--- src/rtl/hps_ext_pkg.sv ---
// rtl/hps_ext_pkg.sv - EXT_BUS bit map, default command codes and mailbox state encoding
package hps_ext_pkg;

  localparam int EXT_DOUT_LSB = 0;
  localparam int EXT_DIN_LSB  = 16;
  localparam int EXT_DOUT_EN  = 32;
  localparam int EXT_STROBE   = 33;
  localparam int EXT_ENABLE   = 34;

  localparam logic [15:0] CMD_GET_DEF  = 16'h0034;
  localparam logic [15:0] CMD_SET_DEF  = 16'h0035;
  localparam logic [15:0] CMD_STAT_DEF = 16'h0036;

  typedef enum logic [2:0] {
    ST_WAIT_IDLE,
    ST_IDLE,
    ST_CMD_GET,
    ST_CMD_SET,
    ST_CMD_STAT,
    ST_IGNORE
  } mbx_state_e;

endpackage

--- src/rtl/hps_ext_mailbox_if.sv ---
// rtl/hps_ext_mailbox_if.sv - EXT_BUS fields; master = HPS side, slave = mailbox side
interface hps_ext_mailbox_if;
  logic [15:0] io_dout;
  logic [15:0] io_din;
  logic        dout_en;
  logic        io_strobe;
  logic        io_enable;

  modport master (output io_din, output io_strobe, output io_enable,
                  input  io_dout, input  dout_en);
  modport slave  (input  io_din, input  io_strobe, input  io_enable,
                  output io_dout, output dout_en);
endinterface

--- src/rtl/hps_ext_msg_fifo.sv ---
// rtl/hps_ext_msg_fifo.sv - DEPTH x WIDTH message queue; push while full is taken when paired with a pop
module hps_ext_msg_fifo #(
  parameter  int DEPTH = 8,
  parameter  int WIDTH = 48,
  localparam int AW    = $clog2(DEPTH)
) (
  input  logic             clk_i,
  input  logic             rst_i,
  input  logic             push_i,
  input  logic [WIDTH-1:0] data_i,
  input  logic             pop_i,
  output logic [WIDTH-1:0] head_o,
  output logic             full_o,
  output logic [AW:0]      count_o
);

  logic [WIDTH-1:0] mem_q [DEPTH];
  logic [AW-1:0]    wr_ptr_q, rd_ptr_q;
  logic [AW:0]      count_q;
  logic             do_push, do_pop;

  assign full_o  = (count_q == (AW+1)'(DEPTH));
  assign do_pop  = pop_i && (count_q != '0);
  assign do_push = push_i && (!full_o || do_pop);
  assign head_o  = mem_q[rd_ptr_q];
  assign count_o = count_q;

  always_ff @(posedge clk_i or posedge rst_i) begin
    if (rst_i) begin
      wr_ptr_q <= '0;
      rd_ptr_q <= '0;
      count_q  <= '0;
    end else begin
      if (do_push) wr_ptr_q <= wr_ptr_q + 1'b1;
      if (do_pop)  rd_ptr_q <= rd_ptr_q + 1'b1;
      if (do_push && !do_pop)      count_q <= count_q + 1'b1;
      else if (do_pop && !do_push) count_q <= count_q - 1'b1;
    end
  end

  // Storage is not reset; the reader masks the head whenever the queue is empty.
  always_ff @(posedge clk_i) begin
    if (do_push) mem_q[wr_ptr_q] <= data_i;
  end

endmodule

--- src/rtl/hps_ext_mailbox.sv ---
// rtl/hps_ext_mailbox.sv - HPS<->core mailbox: outbound queue popped by GET, framed inbound SET port
// Optional status command and drop counter are built when HPS_EXT_STAT_EN is defined.
module hps_ext_mailbox
  import hps_ext_pkg::*;
#(
  parameter  logic [15:0] CMD_GET   = CMD_GET_DEF,
  parameter  logic [15:0] CMD_SET   = CMD_SET_DEF,
  parameter  logic [15:0] CMD_STAT  = CMD_STAT_DEF,
  parameter  int          MSG_WORDS = 3,
  parameter  int          DEPTH     = 8,
  localparam int          AW        = $clog2(DEPTH),
  localparam int          MW        = 16 * MSG_WORDS
) (
  input  logic                    clk_sys,
  input  logic                    reset,
  hps_ext_mailbox_if.slave        EXT_BUS,
  input  logic                    tx_push,
  input  logic [MW-1:0]           tx_data,
  output logic                    tx_full,
  output logic [AW:0]             tx_count,
  output logic                    rx_valid,
  output logic [MW-1:0]           rx_data
);

  localparam logic [9:0] MSG_W = 10'(MSG_WORDS);

  mbx_state_e    state_q, state_d;
  logic [9:0]    word_cnt_q, word_cnt_d;
  logic [15:0]   dout_q, dout_d;
  logic          dout_en_q, dout_en_d;
  logic          head_ok_q, head_ok_d;
  logic [MW-1:0] shadow_q, shadow_d;
  logic          rx_valid_q, rx_valid_d;
  logic [MW-1:0] rx_data_q, rx_data_d;
  logic [7:0]    seq_q, seq_d;
  logic          pop, push_ok;
  logic [MW-1:0] fifo_head;
  logic          fifo_full;
  logic [AW:0]   fifo_count;
  logic [7:0]    cnt8;
`ifdef HPS_EXT_STAT_EN
  logic [15:0]   drop_cnt_q, drop_cnt_d;
  logic          drop_clr;
`endif

  hps_ext_msg_fifo #(.DEPTH(DEPTH), .WIDTH(MW)) u_fifo (
    .clk_i   (clk_sys),
    .rst_i   (reset),
    .push_i  (push_ok),
    .data_i  (tx_data),
    .pop_i   (pop),
    .head_o  (fifo_head),
    .full_o  (fifo_full),
    .count_o (fifo_count)
  );

  assign cnt8    = 8'(fifo_count);
  assign push_ok = tx_push && (!fifo_full || pop);

  always_comb begin
    state_d    = state_q;
    word_cnt_d = word_cnt_q;
    dout_d     = '0;
    dout_en_d  = dout_en_q;
    head_ok_d  = head_ok_q;
    shadow_d   = shadow_q;
    rx_valid_d = 1'b0;
    rx_data_d  = rx_data_q;
    pop        = 1'b0;
`ifdef HPS_EXT_STAT_EN
    drop_clr   = 1'b0;
`endif
    if (state_q == ST_WAIT_IDLE) begin
      dout_en_d = 1'b0;
      if (!EXT_BUS.io_enable) state_d = ST_IDLE;
    end else if (!EXT_BUS.io_enable) begin
      state_d    = ST_IDLE;
      word_cnt_d = '0;
      dout_en_d  = 1'b0;
      unique case (state_q)
        ST_CMD_GET: pop = head_ok_q && (word_cnt_q > MSG_W);
        ST_CMD_SET: begin
          if (word_cnt_q == MSG_W + 10'd1) begin
            rx_valid_d = 1'b1;
            rx_data_d  = shadow_q;
          end
        end
`ifdef HPS_EXT_STAT_EN
        ST_CMD_STAT: drop_clr = (word_cnt_q >= 10'd2);
`endif
        default: ;
      endcase
    end else if (EXT_BUS.io_strobe) begin
      if (word_cnt_q != 10'd1023) word_cnt_d = word_cnt_q + 10'd1;
      unique case (state_q)
        ST_IDLE: begin
          if (EXT_BUS.io_din == CMD_GET) begin
            state_d   = ST_CMD_GET;
            dout_en_d = 1'b1;
            dout_d    = {seq_q, cnt8};
            // Head stays put until our own pop, so a non-empty flag is enough to freeze it.
            head_ok_d = (fifo_count != '0);
          end else if (EXT_BUS.io_din == CMD_SET) begin
            state_d   = ST_CMD_SET;
            dout_en_d = 1'b1;
`ifdef HPS_EXT_STAT_EN
          end else if (EXT_BUS.io_din == CMD_STAT) begin
            state_d   = ST_CMD_STAT;
            dout_en_d = 1'b1;
            dout_d    = {7'b0, fifo_full, cnt8};
`endif
          end else begin
            state_d   = ST_IGNORE;
            dout_en_d = 1'b0;
          end
        end
        ST_CMD_GET: begin
          for (int i = 0; i < MSG_WORDS; i++) begin
            if (head_ok_q && word_cnt_q == 10'(i + 1)) dout_d = fifo_head[16*i +: 16];
          end
        end
        ST_CMD_SET: begin
          for (int i = 0; i < MSG_WORDS; i++) begin
            if (word_cnt_q == 10'(i + 1)) shadow_d[16*i +: 16] = EXT_BUS.io_din;
          end
        end
`ifdef HPS_EXT_STAT_EN
        ST_CMD_STAT: if (word_cnt_q == 10'd1) dout_d = drop_cnt_q;
`endif
        default: ;
      endcase
    end
  end

  assign seq_d = push_ok ? seq_q + 8'd1 : seq_q;

`ifdef HPS_EXT_STAT_EN
  always_comb begin
    drop_cnt_d = drop_cnt_q;
    if (drop_clr) drop_cnt_d = '0;
    else if (tx_push && !push_ok && drop_cnt_q != 16'hFFFF) drop_cnt_d = drop_cnt_q + 16'd1;
  end

  always_ff @(posedge clk_sys or posedge reset) begin
    if (reset) drop_cnt_q <= '0;
    else       drop_cnt_q <= drop_cnt_d;
  end
`endif

  always_ff @(posedge clk_sys or posedge reset) begin
    if (reset) begin
      state_q    <= ST_WAIT_IDLE;
      word_cnt_q <= '0;
      dout_q     <= '0;
      dout_en_q  <= 1'b0;
      head_ok_q  <= 1'b0;
      shadow_q   <= '0;
      rx_valid_q <= 1'b0;
      rx_data_q  <= '0;
      seq_q      <= '0;
    end else begin
      state_q    <= state_d;
      word_cnt_q <= word_cnt_d;
      dout_q     <= dout_d;
      dout_en_q  <= dout_en_d;
      head_ok_q  <= head_ok_d;
      shadow_q   <= shadow_d;
      rx_valid_q <= rx_valid_d;
      rx_data_q  <= rx_data_d;
      seq_q      <= seq_d;
    end
  end

  assign EXT_BUS.io_dout = dout_q;
  assign EXT_BUS.dout_en = dout_en_q;
  assign tx_full         = fifo_full;
  assign tx_count        = fifo_count;
  assign rx_valid        = rx_valid_q;
  assign rx_data         = rx_data_q;

endmodule

--- src/flat_wrapper.sv ---
// flat-port wrapper written by rule: the top's interface ports become plain ports
module hps_ext_mailbox_flat import hps_ext_pkg::*;
#(
  parameter  logic [15:0] CMD_GET   = CMD_GET_DEF,
  parameter  logic [15:0] CMD_SET   = CMD_SET_DEF,
  parameter  logic [15:0] CMD_STAT  = CMD_STAT_DEF,
  parameter  int          MSG_WORDS = 3,
  parameter  int          DEPTH     = 8,
  localparam int          AW        = $clog2(DEPTH),
  localparam int          MW        = 16 * MSG_WORDS
)
  (clk_sys, reset, tx_push, tx_data, tx_full, tx_count, rx_valid, rx_data, EXT_BUS_io_din, EXT_BUS_io_strobe, EXT_BUS_io_enable, EXT_BUS_io_dout, EXT_BUS_dout_en);
  hps_ext_mailbox_if EXT_BUS_i ();
  input  logic clk_sys;
  input  logic reset;
  input  logic tx_push;
  input  logic [MW-1:0] tx_data;
  output logic tx_full;
  output logic [AW:0] tx_count;
  output logic rx_valid;
  output logic [MW-1:0] rx_data;
  input wire logic [$bits(EXT_BUS_i.io_din)-1:0] EXT_BUS_io_din;
  input wire logic [$bits(EXT_BUS_i.io_strobe)-1:0] EXT_BUS_io_strobe;
  input wire logic [$bits(EXT_BUS_i.io_enable)-1:0] EXT_BUS_io_enable;
  output wire logic [$bits(EXT_BUS_i.io_dout)-1:0] EXT_BUS_io_dout;
  output wire logic [$bits(EXT_BUS_i.dout_en)-1:0] EXT_BUS_dout_en;
  assign EXT_BUS_i.io_din = EXT_BUS_io_din;
  assign EXT_BUS_i.io_strobe = EXT_BUS_io_strobe;
  assign EXT_BUS_i.io_enable = EXT_BUS_io_enable;
  assign EXT_BUS_io_dout = EXT_BUS_i.io_dout;
  assign EXT_BUS_dout_en = EXT_BUS_i.dout_en;
  hps_ext_mailbox #(.CMD_GET(CMD_GET), .CMD_SET(CMD_SET), .CMD_STAT(CMD_STAT), .MSG_WORDS(MSG_WORDS), .DEPTH(DEPTH)) u_core (.clk_sys(clk_sys), .reset(reset), .EXT_BUS(EXT_BUS_i), .tx_push(tx_push), .tx_data(tx_data), .tx_full(tx_full), .tx_count(tx_count), .rx_valid(rx_valid), .rx_data(rx_data));
endmodule
--- config.mk ---
export PLATFORM = sky130hd
export DESIGN_NAME = hps_ext_mailbox_flat
export DESIGN_NICKNAME = d
export VERILOG_FILES = /design/src/rtl/hps_ext_pkg.sv /design/src/rtl/hps_ext_mailbox_if.sv /design/src/rtl/hps_ext_msg_fifo.sv /design/src/rtl/hps_ext_mailbox.sv /design/src/flat_wrapper.sv
export SDC_FILE = /design/constraint.sdc
export NUM_CORES = 1
export LEC_CHECK = 0
export ABC_AREA = 1
export CORE_ASPECT_RATIO = 1.25
export CORE_MARGIN = 4
export CORE_UTILIZATION = 60
export CTS_BUF_LIST = sky130_fd_sc_hd__clkbuf_8 sky130_fd_sc_hd__clkbuf_16
export CTS_CLUSTER_DIAMETER = 60
export DETAILED_ROUTE_END_ITERATION = 12
export PLACE_DENSITY = 0.79
export REMOVE_ABC_BUFFERS = 1
export SLEW_MARGIN = 10
export SYNTH_ARGS = -nofsm -noshare
export SYNTH_HDL_FRONTEND = slang
export SYNTH_HIERARCHICAL = 1
export SYNTH_SLANG_ARGS = --single-unit
--- constraint.sdc ---
create_clock -name clk_sys -period 6.7 [get_ports clk_sys]
set_input_delay 1.34 -clock clk_sys [delete_from_list [all_inputs] [get_ports clk_sys]]
set_output_delay 1.34 -clock clk_sys [all_outputs]
set_load 0.005 [all_outputs]
==> results.md <==
- The number of hold violations in the final report is 0.
- The number of violations of the max-capacitance limit is 0.
- The data arrival time of the critical path is ~4.5 ns.
- The clock net in this run drives a total of 530 sinks.
- The maximum clock skew at final layout is 0.01189 ns.
- The number of global-route vias before repair is 16.87k.
- The first detailed-routing pass took 7 iterations.
- The number of setup buffers added after CTS is 0.
- Summed over all layers, the routed wires come to roughly 55 mm.
- During I/O placement, the number of pins put on the boundary was 140.
- The detail route stage leaves a number of antenna-violating nets equal to 0.
- The net count of the finished layout is 2693.
- The number of antenna violations at the first check in global routing is 1.
- The number of synthesis warnings is 6.
- The minimum clock period after layout is between 4 and 5 ns.
- The reg2reg setup slack is between 3 and 4 ns.
- The clock tree from TritonCTS is done.
- The maximum number of buffers from clock root to sink is 3.
- Relative to the synthesized area, the layout overhead comes to 13.39%.
- For this design, the CTS-stage hold fixing added 0 buffers.
- The reported leakage power is 11.69 nW.
- Routability-driven placement finished with a final weighted congestion of slightly below 0.9.
- The latest clock arrival within the worst-skew pair is approximately 0.58 ns.
- The summed instance area of the synthesized netlist is roughly 24000 sq um.
- The maximum number of pins on one net before global-route repair is roughly 140.
- The actual transition at the worst max-transition pin is between 1 and 1.5 ns.
- In the final layout, flip-flops and latches occupy between 15000 and 20000 sq um.
- Summing all multi-input logic gate instances after layout gives 6665 sq um.
- The starting density of the core is about three fifths.
- The standard cell core area is 38440 sq um.
- After detailed routing, the average wire length per cell comes to between 15 and 20 um.
- The floorplan step defined a die boundary enclosing around 42000 sq um.
- STA classifies the critical path startpoint as a primary input.
- The number of storage elements in the synthesis netlist is 530.
- The ratio of total power to cell area is ~290 nW/um^2.
- The design draws ~7.7 mW.
- The number of DRC markers after the initial detailed-route iteration is ~1.6k.
- After global routing the overflow that remains totals 0.
- In this run the worst hold path is classified as reg -> reg.
- The horizontal extent of the die is roughly 190 um.
- The critical path data required time is between 6 and 7 ns.
- The final max-slew violation count is 0.
- The area after detailed placement is approximately 25000 sq um.
- In this run, CTS created clock tree buffers numbering 50.
- The kind of end point of the critical path is a register.
- The clock tree root driver cell is clkbuf_16.
- The count of vias placed by the detailed router is about 17k.
- The fmax is 236.0 MHz.
- During placement, the flow inserted port buffers numbering around 140.
- The design area is between 20000 and 30000 sq um.
- The setup violation total in the final timing report is 0.
- Each instance of the synthesized netlist takes up on average 9.370 sq um.
- From bottom edge to top edge, the die measures ~230 um.
- The overall track demand over capacity in global routing is roughly 26%.
- The proportion of synthesized chip area in sequential cells is roughly 65%.
- The flow ran to the end, and the final reports show no timing, DRC or antenna violations.
- The share of async-settable or async-resettable flops after synthesis is ~28%.
- Yosys mapped the design onto 36 distinct sky130hd cell types.
- The final period utilization is between 60% and 70%.
- Clock-pin slew was measured on the worst setup and hold paths at roughly 0.06 ns.
- The wire length of the first global-routing pass is slightly below 90 mm.
- Counting flops with a built-in enable in the synthesized netlist gives between 300 and 400.
- For this run, design rule violations remaining after detail routing come to 0.
- IR analysis of the VDD net gives a maximum drop of 245.9 uV.
- The dominant synthesized flop cell is edfxtp_1.
- The H-tree was split into 2 levels.
- The ratio of routed vias to standard cells is approximately 5.4.
- After legalization and detailed placement, the total HPWL measured between 30 and 40 mm.
- In this run the core area contains 80 standard-cell rows.
- The kind of critical path is in -> reg.
- The number of gates resized after CTS was 0.
- The proportion of layout cells with a drive suffix above 1 is ~5.5%.
- Fill cells in the final layout number between 2k and 3k.
- Measured against its own limit, the worst slew margin works out to 16.00%.
- The post-synthesis cell count is ~2.5k.
- Of all nets on the critical path, the largest fanout is 29.
- Setup repair after global routing left no endpoint under its margin.
cell type report:
type / count / share of cell area, %
clock buffer: 58 / 5.227
multi-input combinational: 1593 / 24.97
antenna: 1 / 0.009376
inverter: 277 / 3.919
tap: 492 / 2.307
timing repair buffer: 161 / 5.879
clock inverter: 35 / 0.7595
sequential: 530 / 56.93
cell usage after synthesis, types with 6 or more instances:
cell / number / area, sq um
nand2_2: 6 / 37.54
buf_4: 13 / 97.59
nand3_1: 25 / 125.1
a21oi_1: 15 / 75.07
nor2_1: 420 / 1577
nand4_1: 45 / 281.5
buf_6: 22 / 247.7
xnor2_1: 9 / 78.83
o21ai_0: 17 / 85.08
dfrtp_1: 146 / 3654
clkbuf_1: 19 / 71.32
nand2_1: 939 / 3525
buf_2: 58 / 290.3
edfxtp_1: 384 / 11530
nor3_1: 7 / 35.03
o21ai_1: 61 / 305.3
ha_1: 10 / 125.1
inv_2: 11 / 41.29
inv_1: 265 / 994.7
worst max-delay path: stages:
cell             delay [ns]
clkdlybuf4s50_1        0.55
inv_2                  0.20
nand4_1                0.15
nand2_1                0.12
nand2_2                0.14
inv_2                  0.19
nand3b_1               0.38
nor2_4                 0.93
buf_4                  0.47
through the flow:
step | hold WS, ns | setup slack [ns] | setup TNS (ns) | std cells | util, %
detailed placement | 0.4517 | 1.920 | 0 | 3053 | 65.27
floorplan | 0.4422 | -0.4270 | -5.764 | 2400 | -
finish | 0.4677 | 2.463 | 0 | 3147 | 69.44
global route | 0.4959 | 2.304 | 0 | 3147 | 69.44
CTS | 0.4667 | 2.508 | 0 | 3146 | 69.43
global placement | 0.4484 | 1.989 | 0 | 3053 | 65.27
registers in the layout (all words and copies together) (netlist names):
| name | cells |
|---|---|
| u_core/u_fifo/wr_ptr_q | 3 |
| u_core/u_fifo/rd_ptr_q | 3 |
| u_core/EXT_BUS.dout_en | 1 |
| u_core/state_q | 3 |
| u_core/seq_q | 8 |
| u_core/shadow_q | 48 |
| u_core/head_ok_q | 1 |
| u_core/EXT_BUS.io_dout | 16 |
| u_core/rx_valid | 1 |
| u_core/u_fifo/mem_q | 384 |
| u_core/rx_data | 48 |
| u_core/word_cnt_q | 10 |
| u_core/u_fifo/count_o | 4 |
logic make-up (layout without fill, tap and decap cells):
logic type               Yosys count  count (layout)  synth area share, %
AND/OR/NAND/NOR                 1469            1469                24.77
adder cells (fa/ha/maj)           11              11               0.6166
other                              0               1                    0
AO/OA/AOI/OAI                     99              99                2.153
buffers and inverters            389             531                7.426
XOR/XNOR                          14              14               0.5210
flip-flops                       530             530                64.51
path summary, 6_finish.rpt:
check,startpoint,to,cells after the start
hold / removal,u_core/shadow_q[29]$_DFFE_PP0P_,u_core/rx_data[29]$_DFFE_PP0P_,2
max in group asynchronous,reset,u_core/rx_data[28]$_DFFE_PP0P_,3
min in group asynchronous,reset,u_core/u_fifo/rd_ptr_q[0]$_DFFE_PP0P_,2
hold reg to reg,u_core/shadow_q[29]$_DFFE_PP0P_,u_core/rx_data[29]$_DFFE_PP0P_,2
setup reg to reg,u_core/state_q[2]$_DFFE_PP0P_,u_core/u_fifo/mem_q[2][30]$_DFFE_PP_,9
setup / recovery,EXT_BUS_io_enable,u_core/u_fifo/mem_q[2][30]$_DFFE_PP_,9
layer usage:
layer	vias up	part of all wire (%)	GRT usage, %
li1	8087	-	-
met1	8035	40	32.63
met2	725	50	44.09
met3	136	6.9	3.968
met4	0	3.3	9.798
met5	-	0	0
report_power, final:
group / internal, mW / switching (mW) / leakage (nW)
combinational: 0.266 / 0.641 / 5.37
sequential: 3.93 / 0.150 / 5.49
clock: 1.53 / 1.20 / 0.832
total: 5.73 / 1.99 / 11.7
layout by cell type, fill, tap and decap left out, drive strengths merged, types with 3 or more instances in the layout:
cell,synthesis,routed
or2,4,4
inv,276,290
nand2,946,946
dfrtp,146,146
clkbuf,19,58
edfxtp,384,384
clkinv,1,18
nor2,427,427
xnor2,9,9
clkdlybuf4s50,0,139
nand4,45,45
nand3,29,29
xor2,5,5
clkinvlp,0,3
nor3,10,10
buf,93,22
nand3b,5,5
o21ai,78,78
a31oi,4,4
ha,10,10
a21oi,15,15
nor4,3,3
Power figures use the tool's default switching activity.
